==> config.mk <==
export PLATFORM = sky130hd
export DESIGN_NAME = ram8_arbiter_flat
export DESIGN_NICKNAME = d
export VERILOG_FILES = /design/src/rtl/ram8_arbiter_if.sv /design/src/rtl/ram8_arbiter.sv /design/src/flat_wrapper.sv
export SDC_FILE = /design/constraint.sdc
export NUM_CORES = 1
export LEC_CHECK = 0
export BUFFER_PORTS_ARGS = -buffer_cell sky130_fd_sc_hd__buf_2
export CORE_ASPECT_RATIO = 0.5
export CORE_MARGIN = 2
export CORE_UTILIZATION = 25
export CTS_CLUSTER_DIAMETER = 100
export DETAILED_ROUTE_END_ITERATION = 6
export GPL_ROUTABILITY_DRIVEN = 0
export MAX_ROUTING_LAYER = met4
export SLEW_MARGIN = 20
export SYNTH_ARGS = -nofsm -noshare
export SYNTH_HDL_FRONTEND = slang
export SYNTH_SLANG_ARGS = --single-unit
==> constraint.sdc <==
create_clock -name clk -period 4.8 [get_ports clk]
set_input_delay 0.24 -clock clk [delete_from_list [all_inputs] [get_ports clk]]
set_output_delay 0.24 -clock clk [all_outputs]
set_load 0.05 [all_outputs]
==> src/rtl/ram8_arbiter_if.sv <==
// ram8_arbiter_if: bundle of the two requester handshakes, the RAM8 port
// and the busy flag.
//   slave  : seen by the arbiter (requests and ram_dout in; acks, read data,
//            RAM controls and busy out)
//   master : seen by requesters and the RAM model (the mirror image)
interface ram8_arbiter_if #(
   parameter int DW = 16,
   parameter int AW = 3
);
   logic          req0, we0, ack0;
   logic [AW-1:0] addr0;
   logic [DW-1:0] din0, rdata0;
   logic          req1, we1, ack1;
   logic [AW-1:0] addr1;
   logic [DW-1:0] din1, rdata1;
   logic          ram_e, ram_w, ram_r;
   logic [AW-1:0] ram_addr;
   logic [DW-1:0] ram_din, ram_dout;
   logic          busy;

   modport slave (
      input  req0, we0, addr0, din0, req1, we1, addr1, din1, ram_dout,
      output ack0, rdata0, ack1, rdata1,
             ram_e, ram_w, ram_r, ram_addr, ram_din, busy
   );

   modport master (
      output req0, we0, addr0, din0, req1, we1, addr1, din1, ram_dout,
      input  ack0, rdata0, ack1, rdata1,
             ram_e, ram_w, ram_r, ram_addr, ram_din, busy
   );
endinterface

==> src/rtl/ram8_arbiter.sv <==
// ram8_arbiter: two-port round-robin arbiter/sequencer for the RAM8 block.
// Each transaction takes three edges: IDLE (grant and drive the RAM port),
// ACCESS (RAM executes; controls drop), RESP (capture read data, pulse ack).
// Ports:
//   clk, rst  - rising-edge clock, asynchronous active-high reset
//   bus       - ram8_arbiter_if.slave: req/we/addr/din in and ack/rdata out
//               per requester, ram_e/w/r/addr/din out, ram_dout in, busy out
// Optional (macro RAM8ARB_STATS_EN):
//   cnt0, cnt1 - 8-bit saturating ack counters per requester
// Every output is registered.
module ram8_arbiter #(
   parameter int DW = 16,
   parameter int AW = 3
) (
   input logic clk,
   input logic rst,
   ram8_arbiter_if.slave bus
`ifdef RAM8ARB_STATS_EN
   ,
   output logic [7:0] cnt0,
   output logic [7:0] cnt1
`endif
);

   typedef enum logic [1:0] {IDLE, ACCESS, RESP} state_t;

   state_t        state, nstate;
   logic          ptr, sel, wr;              // rr pointer, current winner, winner's we
   logic          ptr_d, sel_d, wr_d;
   logic          e_d, w_d, r_d, ack0_d, ack1_d, busy_d;
   logic [AW-1:0] addr_d;
   logic [DW-1:0] din_d, rd0_d, rd1_d;
   logic          gnt1;

   // requester 1 wins when it is alone or when both ask and the pointer says so
   assign gnt1 = bus.req1 & (~bus.req0 | ptr);

   always_ff @(posedge clk or posedge rst) begin
      if (rst) state <= IDLE;
      else     state <= nstate;
   end

   always_comb begin
      nstate = state;
      case (state)
         IDLE:    if (bus.req0 | bus.req1) nstate = ACCESS;
         ACCESS:  nstate = RESP;
         RESP:    nstate = IDLE;
         default: nstate = IDLE;
      endcase
   end

   always_comb begin
      e_d    = 1'b0;
      w_d    = 1'b0;
      r_d    = 1'b0;
      ack0_d = 1'b0;
      ack1_d = 1'b0;
      addr_d = bus.ram_addr;
      din_d  = bus.ram_din;
      rd0_d  = bus.rdata0;
      rd1_d  = bus.rdata1;
      ptr_d  = ptr;
      sel_d  = sel;
      wr_d   = wr;
      busy_d = (nstate != IDLE);
      case (state)
         IDLE: begin
            if (bus.req0 | bus.req1) begin
               sel_d  = gnt1;
               wr_d   = gnt1 ? bus.we1   : bus.we0;
               addr_d = gnt1 ? bus.addr1 : bus.addr0;
               din_d  = gnt1 ? bus.din1  : bus.din0;
               e_d    = 1'b1;
               w_d    = wr_d;
               r_d    = ~wr_d;
            end
         end
         RESP: begin
            // DOut was refreshed on the ACCESS edge, so it is valid here
            if (!wr) begin
               if (sel) rd1_d = bus.ram_dout;
               else     rd0_d = bus.ram_dout;
            end
            ack0_d = ~sel;
            ack1_d = sel;
            ptr_d  = ~sel;
         end
         default: ;
      endcase
   end

   always_ff @(posedge clk or posedge rst) begin
      if (rst) begin
         bus.ram_e    <= 1'b0;
         bus.ram_w    <= 1'b0;
         bus.ram_r    <= 1'b0;
         bus.ram_addr <= '0;
         bus.ram_din  <= '0;
         bus.ack0     <= 1'b0;
         bus.ack1     <= 1'b0;
         bus.rdata0   <= '0;
         bus.rdata1   <= '0;
         bus.busy     <= 1'b0;
         ptr          <= 1'b0;
         sel          <= 1'b0;
         wr           <= 1'b0;
      end else begin
         bus.ram_e    <= e_d;
         bus.ram_w    <= w_d;
         bus.ram_r    <= r_d;
         bus.ram_addr <= addr_d;
         bus.ram_din  <= din_d;
         bus.ack0     <= ack0_d;
         bus.ack1     <= ack1_d;
         bus.rdata0   <= rd0_d;
         bus.rdata1   <= rd1_d;
         bus.busy     <= busy_d;
         ptr          <= ptr_d;
         sel          <= sel_d;
         wr           <= wr_d;
      end
   end

`ifdef RAM8ARB_STATS_EN
   always_ff @(posedge clk or posedge rst) begin
      if (rst) begin
         cnt0 <= '0;
         cnt1 <= '0;
      end else begin
         if (bus.ack0 && cnt0 != 8'hFF) cnt0 <= cnt0 + 8'd1;
         if (bus.ack1 && cnt1 != 8'hFF) cnt1 <= cnt1 + 8'd1;
      end
   end
`endif

endmodule

==> src/flat_wrapper.sv <==
// flat-port wrapper written by rule: the top's interface ports become plain ports
module ram8_arbiter_flat 
#(
   parameter int DW = 16,
   parameter int AW = 3
)
  (clk, rst, bus_req0, bus_we0, bus_addr0, bus_din0, bus_req1, bus_we1, bus_addr1, bus_din1, bus_ram_dout, bus_ack0, bus_rdata0, bus_ack1, bus_rdata1, bus_ram_e, bus_ram_w, bus_ram_r, bus_ram_addr, bus_ram_din, bus_busy);
  ram8_arbiter_if #(.DW(DW), .AW(AW)) bus_i ();
  input logic clk;
  input logic rst;
  input wire logic [$bits(bus_i.req0)-1:0] bus_req0;
  input wire logic [$bits(bus_i.we0)-1:0] bus_we0;
  input wire logic [$bits(bus_i.addr0)-1:0] bus_addr0;
  input wire logic [$bits(bus_i.din0)-1:0] bus_din0;
  input wire logic [$bits(bus_i.req1)-1:0] bus_req1;
  input wire logic [$bits(bus_i.we1)-1:0] bus_we1;
  input wire logic [$bits(bus_i.addr1)-1:0] bus_addr1;
  input wire logic [$bits(bus_i.din1)-1:0] bus_din1;
  input wire logic [$bits(bus_i.ram_dout)-1:0] bus_ram_dout;
  output wire logic [$bits(bus_i.ack0)-1:0] bus_ack0;
  output wire logic [$bits(bus_i.rdata0)-1:0] bus_rdata0;
  output wire logic [$bits(bus_i.ack1)-1:0] bus_ack1;
  output wire logic [$bits(bus_i.rdata1)-1:0] bus_rdata1;
  output wire logic [$bits(bus_i.ram_e)-1:0] bus_ram_e;
  output wire logic [$bits(bus_i.ram_w)-1:0] bus_ram_w;
  output wire logic [$bits(bus_i.ram_r)-1:0] bus_ram_r;
  output wire logic [$bits(bus_i.ram_addr)-1:0] bus_ram_addr;
  output wire logic [$bits(bus_i.ram_din)-1:0] bus_ram_din;
  output wire logic [$bits(bus_i.busy)-1:0] bus_busy;
  assign bus_i.req0 = bus_req0;
  assign bus_i.we0 = bus_we0;
  assign bus_i.addr0 = bus_addr0;
  assign bus_i.din0 = bus_din0;
  assign bus_i.req1 = bus_req1;
  assign bus_i.we1 = bus_we1;
  assign bus_i.addr1 = bus_addr1;
  assign bus_i.din1 = bus_din1;
  assign bus_i.ram_dout = bus_ram_dout;
  assign bus_ack0 = bus_i.ack0;
  assign bus_rdata0 = bus_i.rdata0;
  assign bus_ack1 = bus_i.ack1;
  assign bus_rdata1 = bus_i.rdata1;
  assign bus_ram_e = bus_i.ram_e;
  assign bus_ram_w = bus_i.ram_w;
  assign bus_ram_r = bus_i.ram_r;
  assign bus_ram_addr = bus_i.ram_addr;
  assign bus_ram_din = bus_i.ram_din;
  assign bus_busy = bus_i.busy;
  ram8_arbiter #(.DW(DW), .AW(AW)) u_core (.clk(clk), .rst(rst), .bus(bus_i));
endmodule
# Word-level counts from Yosys, hierarchy flattened
# Index checks and enable logic that the tools add are counted.
# word_totals
ff_bits,62
out_inout_bits,57
elab_cells,41
# op_classes
eq_ne,2
mux,13
bitwise_logic,7
n_reduce_logical,5
# ops
op,n
$mux 16,1
$mux 1,9
$reduce_and 3->1,2
$not 1->1,4
$pmux 2 s2,1
$mux 3,1
$eq 2x1->1 const B,1
$eq 2x2->1 const B,1
$logic_not 2->1,1
$mux 2,1
$or 1x1->1,2
$reduce_and 2->1,1
$reduce_bool 2->1,1
$and 1x1->1,1

# Logic depth before layout (Yosys ltp)
# logic_depth
word_depth,7
ltp_mapped,5
depth_no_buf,3

# Least setup slack after synthesis
# No wires, ideal clock.
# synth_timing
path_kind,register -> register
start,reg u_core.state[0]
end,reg u_core.bus.rdata1[0]
setup_time_ns,0.125
arrival_ns,1.292
required_time_ns,4.675
setup_slack_ns,3.383
stages_incl_launch_ff,5
n_path_buf,1
path_cell_list,dfrtp_1 > nand2b_4 > nor3_4 > buf_12 > mux2_4
# synth_via
elab_chain_len,2
# synth_rtl
item,line,rtl
start: declaration,ram8_arbiter.sv:27,"state_t state, nstate;"
start signal: assignment,ram8_arbiter.sv:40,else state <= nstate;
$eq 2x2->1,ram8_arbiter.sv:67,case (state)
$reduce_and 3->1 (no line),-,
end signal: assignment,ram8_arbiter.sv:117,bus.rdata1 <= rd1_d;
end: declaration,ram8_arbiter_if.sv:23,"output ack0, rdata0, ack1, rdata1,"
# No other way between the ends.
# A chain may end at the register's enable or synchronous reset.

# Worst setup path in the final report
# layout_timing
start,in bus_req1
end,reg u_core.bus.ram_addr[1] (netlist name)
# layout_via
elab_chain_len,2
elab_cells_between_ends,4
cone_classes,1 x mux; 2 x bitwise; 1 x reduce/logical
# layout_rtl
item,line,rtl
start: declaration,flat_wrapper.sv:15,input wire logic [$bits(bus_i.req1)-1:0] bus_req1;
$and 1x1->1 / $or 1x1->1 (equally long branches),"ram8_arbiter.sv:36, ram8_arbiter.sv:69",
$mux 3 / $reduce_and 2->1 (equally long branches),-,
end signal: assignment,ram8_arbiter.sv:112,bus.ram_addr <= addr_d;
end: declaration,ram8_arbiter_if.sv:24,"ram_e, ram_w, ram_r, ram_addr, ram_din, busy"
# Parallel ways exist; a longest one is shown, timed or not.

==> impl_metrics.ini <==
[status]
status = complete, no violations

[critical_path]
cpLargestDelayFamily = simple AND/OR/NAND/NOR gates
crit_arrival_ps = 2180
cp.depth = 4
cp_max_fo = 25
cpPeakStageDelay_ps = 770
r2r-end = u_core.bus.rdata1[9]
worstPathCellList = buf_2, or2_1, and2_1, a31oi_1
rr_startpoint = u_core.state[0]
r2r_slack_ps = 2910
crit_type = in2reg
crit_path_end_kind = flip-flop
cp_slowest_cell = and2_1
crit_buf_inv = 1
crit_path_start_kind = input pin
rr_worst_depth = 3
required_ps = 4950

[cells_and_area]
n_antenna_cell = 0
nets = 385
drive_gt1_frac = 0.520
syn2layout_area_growth_pct = 37.2
stdcell_count = 469
post-route-util = 0.352
final_area_mm2 = 0.00358

[die]
die_h_um = 76.3
start_util = 0.256
dieWidth_um = 149
dieArea_mm2 = 0.0113
core_area_mm2 = 0.0102
pin_count = 117
fp-row-count = 26

[route]
dr.pass1.iters = 4
vias = 2060
remaining_drc_errors = 0
first_iter_violations = 90
wirelength_um = 6620
final_antenna_net_count = 0
wl_per_cell_um = 14.1
avgViaCountPerCell = 4.39

[sta]
tns_ps = 0
setup_slack_ps = 2780
tightest_slew_ps = 1020
max_freq_ghz = 0.495
relSlewSlack = 0.315
timing.hold.ws_ps = 114
slew_violations = 0
setup_viol = 0
clock_skew_ps = 7.34
rsz0062_at_grt = false
hold_viol = 0
fin_crit_sh = 0.421
min_period_ps = 2020

[clock_tree]
cts_sinks = 62
cts.hold.buffers_added = 0
insertion_delay_ps = 320
cts.repair.resized = 0
cts_buffers = 9
h-tree-depth = 3
path_clk_slew_ps = 50
cts_buffer_depth = 2
cts_setup_buffers = 0
cts_tree = yes
root_buffer = clkbuf_16

[min_path]
hold_class = in2async

[synthesis]
syn_nets = 273
synth_seq_cells = 62
syn-cell-area_mm2 = 0.00261
netlist_instances = 213
yosysSeqAreaShare = 0.594
yosys_warnings = 0
synth_cell_types = 24
syn_avg_cell_area_um2 = 12.3

[grt]
grt_pass1_wl_um = 10500
antenna_found_initial = 0
grt_util_all_layers = 0.124
grt_max_degree = 63
grt_overflow = 0
grt_pass1_vias = 2089

[placement]
hpwl_um = 4660
portBuffers = 116
dpl_cell_area_mm2 = 0.00329
dp.cells = 454
place_ws_ps = 2170

[power]
power_frac_clock = 0.198
power.total_mw = 3.14
p_sw_mw = 1.53
cellPowerDensity_mw_per_mm2 = 877
internal-power_mw = 1.62
power_frac_seq = 0.293
power_frac_comb = 0.509
switching_share = 0.486
leakage_nw = 1.70
vdd_drop_max_mv = 0.226

[run]
drv_cap = 0
[how the worst max path moves through the flow]
stage,from,to
6_report,bus_req1,u_core.bus.ram_addr[1]
3_5_place_dp,bus_req1,u_core.bus.ram_addr[1]
4_1_cts,bus_req1,u_core.bus.ram_addr[1]
2_1_floorplan,rst,u_core.bus.ack0
5_1_grt,bus_req1,u_core.bus.ram_addr[1]
3_3_place_gp,bus_req1,u_core.bus.ram_r
[logic make-up (layout without fill, tap and decap cells)]
| kind of cell | Yosys count | count (layout) | synth area share |
|---|---|---|---|
| AND/OR/NAND/NOR | 35 | 35 | 0.0815 |
| AO/OA/AOI/OAI | 63 | 63 | 0.131 |
| multiplexers | 32 | 32 | 0.152 |
| flip-flops | 62 | 62 | 0.594 |
| buffers and inverters | 21 | 137 | 0.0407 |
[synth_stat cells (all sizes together)]
library cell  number  share of area
and3               1         0.0024
clkbuf            12          0.017
o21ai             21          0.040
dfrtp             62           0.59
nor2               3         0.0043
and2               2         0.0048
or2                2         0.0048
nand2b             2         0.0077
mux2              32           0.15
buf                5          0.018
nand3             21          0.040
nor2b              2         0.0048
a21boi             1         0.0029
a21oi             21          0.040
nor3               2          0.012
inv                4         0.0057
a31oi             20          0.048
[final cells by class]
| cell class | count | area [µm²] |
|---|---|---|
| fillers | 1030 | 6600 |
| flip-flops and latches | 62 | 1550 |
| multi-input cells | 130 | 956 |
| repair buffers | 118 | 596 |
| clock buffers | 11 | 243 |
| well taps | 140 | 175 |
| clock inverters | 4 | 47.5 |
| inverters | 4 | 15.0 |
[power by group through the flow]
stage	Combinational [mW]	Sequential, mW	Clock [mW]
5_1_grt	1.69	0.952	0.672
4_1_cts	1.62	0.921	0.645
3_3_place_gp	1.60	0.923	0
2_1_floorplan	0.446	1.73	0
6_report	1.60	0.921	0.622
3_5_place_dp	1.61	0.927	0
[tightest hold or removal path, delay by kind of cell]
kind	cells	cell delay, ps
buffers and inverters	3	700
[registers in the layout, summed over array words and instances (netlist names)]
register / count
u_core.wr: 1
u_core.bus.ram_din: 16
u_core.bus.ram_r: 1
u_core.bus.rdata0: 16
u_core.bus.ram_addr: 3
u_core.bus.rdata1: 16
u_core.bus.busy: 1
u_core.bus.ack0: 1
u_core.sel: 1
u_core.bus.ram_w: 1
u_core.bus.ack1: 1
u_core.bus.ram_e: 1
u_core.state: 2
u_core.ptr: 1
[cells in the final DEF, fill, tap and decap left out, types with 2 or more instances in the layout]
master,synthesis,layout
buf_4,0,2
mux2_2,22,22
mux2_4,10,10
nand3_1,21,21
nor3_4,2,2
inv_1,3,2
buf_2,3,116
a31oi_1,20,20
clkinv_2,0,2
inv_2,1,2
a21oi_1,21,21
clkbuf_16,0,9
o21ai_0,21,21
nor2_1,3,3
dfrtp_1,62,62
and2_1,1,2
[layer usage]
metal / wire length, µm / track usage
met3: 322 / 0.0341
met2: 3050 / 0.188
met5: 0 / -
met4: 221 / 0.0686
met1: 3020 / 0.151
Note: power is estimated with default switching activity, not from simulation.
